**src/rtl/instruction_fetch_unit.sv**
```systemverilog
// Instruction fetch unit: owns the PC, issues word-aligned fetches under a
// credit limit, buffers in-order responses with their PCs, and flushes on
// redirect. Optional misaligned-redirect fault: define IFU_MISALIGN_CHECK_EN.
module instruction_fetch_unit #(
    parameter logic [31:0] RESET_PC   = 32'h0000_0000,
    parameter int unsigned FIFO_DEPTH = 2
) (
    input  logic        clk,
    input  logic        rst,
    output logic        imem_req_valid,
    input  logic        imem_req_ready,
    output logic [31:0] imem_req_addr,
    input  logic        imem_rsp_valid,
    input  logic [31:0] imem_rsp_data,
    input  logic        redirect_valid,
    input  logic [31:0] redirect_pc,
    output logic        out_valid,
    input  logic        out_ready,
    output logic [31:0] out_instruction,
    output logic [31:0] out_pc,
    output logic        out_fault
);

    localparam int unsigned PTR_W = $clog2(FIFO_DEPTH);
    localparam int unsigned CNT_W = $clog2(FIFO_DEPTH) + 1;
    localparam logic [CNT_W:0] CREDIT_LIMIT = (CNT_W + 1)'(FIFO_DEPTH);

    logic [31:0]      fetch_pc;
    logic [31:0]      rsp_pc;
    logic [CNT_W-1:0] outstanding;
    logic [CNT_W-1:0] outstanding_next;
    logic [CNT_W-1:0] discard;
    logic [CNT_W-1:0] count;
    logic [PTR_W-1:0] wr_ptr;
    logic [PTR_W-1:0] rd_ptr;
    logic [31:0]      fifo_instr [FIFO_DEPTH];
    logic [31:0]      fifo_pc    [FIFO_DEPTH];

    logic        credit_ok;
    logic        fetch_enable;
    logic        req_fire;
    logic        rsp_fire;
    logic        rsp_push;
    logic        fault_push;
    logic        push;
    logic        pop;
    logic [31:0] push_instr;
    logic [31:0] redirect_target;

`ifdef IFU_MISALIGN_CHECK_EN
    typedef enum logic [1:0] {
        ST_RUN,
        ST_FAULT_WAIT,
        ST_FAULT_IDLE
    } state_t;

    state_t state;
    logic   misaligned;
    logic   fifo_fault [FIFO_DEPTH];

    assign misaligned      = (redirect_pc[1:0] != 2'b00);
    assign redirect_target = redirect_pc;
    assign fetch_enable    = (state == ST_RUN);
    // Fault wait only issues no requests, so outstanding == 0 means every discard drained.
    assign fault_push      = (state == ST_FAULT_WAIT) && (outstanding == '0) && !redirect_valid;
    assign out_fault       = fifo_fault[rd_ptr];

    // Fault state: entered on a misaligned redirect, left only by the next redirect
    always_ff @(posedge clk or posedge rst) begin
        if (rst) begin
            state <= ST_RUN;
        end else if (redirect_valid) begin
            state <= misaligned ? ST_FAULT_WAIT : ST_RUN;
        end else if (fault_push) begin
            state <= ST_FAULT_IDLE;
        end
    end

    // Fault marker storage alongside the instruction buffer
    always_ff @(posedge clk or posedge rst) begin
        if (rst) begin
            for (int unsigned i = 0; i < FIFO_DEPTH; i++) begin
                fifo_fault[i] <= 1'b0;
            end
        end else if (!redirect_valid && push) begin
            fifo_fault[wr_ptr] <= fault_push;
        end
    end
`else
    assign redirect_target = redirect_pc & ~32'h0000_0003;
    assign fetch_enable    = 1'b1;
    assign fault_push      = 1'b0;
    assign out_fault       = 1'b0;
`endif

    assign credit_ok        = ({1'b0, outstanding} + {1'b0, count}) < CREDIT_LIMIT;
    assign imem_req_valid   = !rst && !redirect_valid && credit_ok && fetch_enable;
    assign imem_req_addr    = fetch_pc;
    assign req_fire         = imem_req_valid && imem_req_ready;
    assign rsp_fire         = imem_rsp_valid && (outstanding != '0);
    assign rsp_push         = rsp_fire && !redirect_valid && (discard == '0);
    assign push             = rsp_push || fault_push;
    assign push_instr       = fault_push ? 32'h0000_0013 : imem_rsp_data;
    assign out_valid        = (count != '0) && !redirect_valid;
    assign pop              = out_valid && out_ready;
    assign out_instruction  = fifo_instr[rd_ptr];
    assign out_pc           = fifo_pc[rd_ptr];
    assign outstanding_next = outstanding + CNT_W'(req_fire) - CNT_W'(rsp_fire);

    // PC tracking, in-flight accounting and discard of flushed responses
    always_ff @(posedge clk or posedge rst) begin
        if (rst) begin
            fetch_pc    <= RESET_PC;
            rsp_pc      <= RESET_PC;
            outstanding <= '0;
            discard     <= '0;
        end else begin
            outstanding <= outstanding_next;
            if (redirect_valid) begin
                fetch_pc <= redirect_target;
                rsp_pc   <= redirect_target;
                discard  <= outstanding_next;
            end else begin
                if (req_fire) begin
                    fetch_pc <= fetch_pc + 32'd4;
                end
                if (rsp_fire && (discard != '0)) begin
                    discard <= discard - CNT_W'(1);
                end
                if (rsp_push) begin
                    rsp_pc <= rsp_pc + 32'd4;
                end
            end
        end
    end

    // Instruction buffer: simultaneous push and pop both honoured, redirect clears
    always_ff @(posedge clk or posedge rst) begin
        if (rst) begin
            count  <= '0;
            wr_ptr <= '0;
            rd_ptr <= '0;
            for (int unsigned i = 0; i < FIFO_DEPTH; i++) begin
                fifo_instr[i] <= '0;
                fifo_pc[i]    <= RESET_PC;
            end
        end else if (redirect_valid) begin
            count  <= '0;
            wr_ptr <= '0;
            rd_ptr <= '0;
        end else begin
            if (push) begin
                fifo_instr[wr_ptr] <= push_instr;
                fifo_pc[wr_ptr]    <= rsp_pc;
                wr_ptr             <= wr_ptr + PTR_W'(1);
            end
            if (pop) begin
                rd_ptr <= rd_ptr + PTR_W'(1);
            end
            count <= count + CNT_W'(push) - CNT_W'(pop);
        end
    end

endmodule

```
**config.mk**
```make
export PLATFORM = sky130hd
export DESIGN_NAME = instruction_fetch_unit
export DESIGN_NICKNAME = d
export VERILOG_FILES = /design/src/rtl/instruction_fetch_unit.sv
export SDC_FILE = /design/constraint.sdc
export NUM_CORES = 1
export LEC_CHECK = 0
export ABC_AREA = 1
export CORE_MARGIN = 2
export CORE_UTILIZATION = 58
export DETAILED_ROUTE_END_ITERATION = 8
export PLACE_DENSITY = 0.95
export SLEW_MARGIN = 15
export SYNTH_ARGS = -nofsm -noshare
export SYNTH_HDL_FRONTEND = slang
export SYNTH_SLANG_ARGS = --single-unit
```
**constraint.sdc**
```tcl
create_clock -name clk -period 17.8 [get_ports clk]
set_clock_uncertainty 0.1 [all_clocks]
set_input_delay 1.78 -clock clk [delete_from_list [all_inputs] [get_ports clk]]
set_output_delay 1.78 -clock clk [all_outputs]
set_load 0.1 [all_outputs]
```
==> out/metrics.csv <==
metric,value,unit
number of resized instances in the post-cts repair step,0,
final non-filler cell area,12100,um^2
Die Footprint,18100,um^2
critical register-to-register path endpoint,fifo_instr[10]$_DFFE_PP0P_,
Synth Register Bits,192,
count of distinct cell types in the synthesized netlist,41,
maximum vdd ir drop,0.129,mV
power density over the cells,187,nW/um^2
RD Place Congestion,0.967,
share of synthesized flip-flops with an asynchronous set or reset,100,%
# Max-Cap Violations,0,
fmax,170,MHz
Final HPWL DP,17500,um
number of DRC markers after the initial detailed-route iteration,721,
worst hold-check slack,0.386,ns
fraction of layout instances using a drive strength above 1,9.82,%
cell area after technology mapping,9910,um^2
Post-Place Cell Area,11500,um^2
area inside the core boundary,16600,um^2
kind of cell with the highest combined delay on the critical path,buffers and inverters,
number of nets at the end of the flow,1400,
capture point of the critical path,imem_req_valid,
prevailing post-synth register cell,dfrtp_1,
required time worst endpoint,15.92,ns
ranking of synthesized cells by area,"dfrtp_1 (48%), nand2_1 (13%), mux2_2 (7.0%), o21ai_1 (5.6%), inv_1 (4.6%)",
die width,135,um
Remaining DRCs,0,
maximum level of the CTS H-tree,4,
Register-to-Register Setup Slack,15.10,ns
beginning of the critical path,redirect_valid,
static leakage,0.00563,uW
max-slew violation total from the final report,0,
average cell area after synthesis,8.37,um^2
cell with the most instances after synthesis,nand2_1,
commonest cells in the synthesized netlist,"nand2_1 (335), dfrtp_1 (192), inv_1 (122)",
"logic depth of the worst path, buffers included",6,
synth warn,0,
critical path peak fanout,49,
total CTS buffers,17,
ANT cells,0,
hold bufs inserted after CTS,0,
Final Setup Violations,0,
number of flops mapped to enable cells by yosys,0,
outcome,"complete, no violations",
number of standard-cell rows in the floorplan,47,
CP Launch Type,primary input,
via count of the first global-routing pass,8503,
R2R depth,8,
clock tree from TritonCTS,done,
final cycle utilization of the critical path,33.1,%
post-layout minimum cycle time,5.90,ns
post-synthesis instance total,1183,
classification of the worst setup path,primary input to output port,
series of cell instances along the critical path,"clkdlybuf4s50_1, buf_4, nor2_2, nand3_1, inv_1, clkdlybuf4s50_1",
Routed WL,25300,um
height of the die,135,um
antenna violation net count after detailed routing,0,
TNS Setup,0,ns
sequential fraction of the synthesis area,48.5,%
initial core utilization,59.5,%
number of buffer and inverter stages on the critical path,4,
launching point of the worst reg2reg path,outstanding[1]$_DFF_PP0_,
overall routing resource usage,28.7,%
global-route wire length before repair,41200,um
"Hold Vio Cnt, Final",0,
cell mode on critical path,clkdlybuf4s50_1,
average wire length per cell after detail routing,16.3,um
buffer type at the clock tree root,clkbuf_16,
area share of the largest cell type after synthesis,48.5,%
clock-pin slew on the worst setup and hold paths,0.06,ns
Hold WC Path Type,register to register,
Crit-path slowest cell,clkdlybuf4s50_1,
sink count of the clock tree,192,
setup repair after global routing missed its margin,false,
cell taking the most area after synthesis,dfrtp_1,
grt total ovfl,0,
transition time at the pin with the least slew margin,1.03,ns
maximum root-to-sink buffer count,2,
ports placed on the boundary,169,
clock insertion delay at the later pin of the skew report,0.43,ns
maximum number of pins on one net before global-route repair,97,
data arrival time of the critical path,4.02,ns
number of buffer cells added on primary ports,161,
Vias per Instance,5.57,
largest stage delay on the critical path,1.12,ns
CP Capture Type,output port,
number of standard cells in the final layout excluding fillers,1554,
Area Growth Syn to Fin,22.0,%
initial antenna violation count,0,
count of TritonRoute iterations in the first routing pass,6,
post-CTS setup buffer count,0,
"sum of internal, switching and leakage power",2270,uW
relative max-transition margin,31.0,%
instance count after placement with tap cells included,1523,
routed via count,8653,
-- through the flow --
| step | util [%] | setup WS (ns) |
|---|---|---|
| 4_1_cts | 72.6 | 11.91 |
| 2_1_floorplan | - | 9.14 |
| 3_5_place_dp | 69.3 | 11.92 |
| 6_report | 72.6 | 11.90 |
| 3_3_place_gp | 69.3 | 11.93 |
| 5_1_grt | 72.6 | 11.82 |
-- cell type report --
class                      instances  area (um^2)
timing repair buffer             167         1660
sequential                       192         4810
clock buffer                      19          443
tap                              220          275
inverter                         127          484
fill                            1170         4550
multi-input combinational        817         4310
clock inverter                    12          111
-- kinds of logic (layout without fill, tap and decap cells) --
group                      count (synthesis)  in the layout  synth area share, %
and+or+nand+nor                          513            513                 21.9
AOI/OAI and AO/OA                        212            212                 11.8
DFF                                      192            192                 48.5
buffers and inverters                    178            325                 8.16
muxes                                     62             62                 7.05
xor gates and xnor gates                  17             17                 1.50
adders and majority gates                  8              8                 1.09
other                                      1              5               0.0379
-- worst min-delay path, stage by stage (launching register included) --
cell and delay, ns:
dfrtp_1 0.34, nand2_1 0.05, o21ai_0 0.06
-- layer usage --
metal / track usage (%) / part of all wire (%) / vias to the layer above
li1: - / - / 4129
met1: 38.8 / 42 / 4083
met2: 46.5 / 48 / 392
met3: 5.67 / 8.3 / 49
met4: 10.2 / 2.0 / 0
met5: 0 / 0 / -
-- sequential cells by signal (all words and copies together) (netlist names), 2 cells and up --
register / flops
discard: 2
fifo_pc: 60
fifo_instr: 64
outstanding: 2
rsp_pc: 30
imem_req_addr: 30
count: 2
-- power breakdown --
group          switching (uW)  internal [uW]
Sequential                102            585
Combinational             895            316
Clock                     170            197
-- layout by cell type (no fill, tap or decap), types with 7 or more instances in the layout --
master / instances
nor2_2: 8
o21bai_1: 7
xor2_1: 14
o21ai_0: 38
inv_1: 121
nand2_1: 335
o21ai_1: 111
a21oi_1: 26
ha_1: 7
nand3_1: 65
nor2_1: 72
mux2_2: 62
nor3_1: 7
clkdlybuf4s50_1: 161
dfrtp_1: 191
clkbuf_16: 17
o211ai_1: 14
nand4_1: 13
-- how the worst min path moves through the flow --
stage / startpoint / endpoint / slack [ns] / depth (start not counted)
floorplan: fifo_pc[13]$_DFFE_PP0P_ / fifo_pc[13]$_DFFE_PP0P_ / 0.35 / 2
global placement: fifo_pc[14]$_DFFE_PP0P_ / fifo_pc[14]$_DFFE_PP0P_ / 0.36 / 2
detailed placement: fifo_instr[55]$_DFFE_PP0P_ / fifo_instr[55]$_DFFE_PP0P_ / 0.37 / 2
CTS: fifo_instr[55]$_DFFE_PP0P_ / fifo_instr[55]$_DFFE_PP0P_ / 0.39 / 2
global route: fifo_instr[40]$_DFFE_PP0P_ / fifo_instr[40]$_DFFE_PP0P_ / 0.41 / 2
finish: fifo_pc[13]$_DFFE_PP0P_ / fifo_pc[13]$_DFFE_PP0P_ / 0.39 / 2
Note: power is estimated with default switching activity, not from simulation.
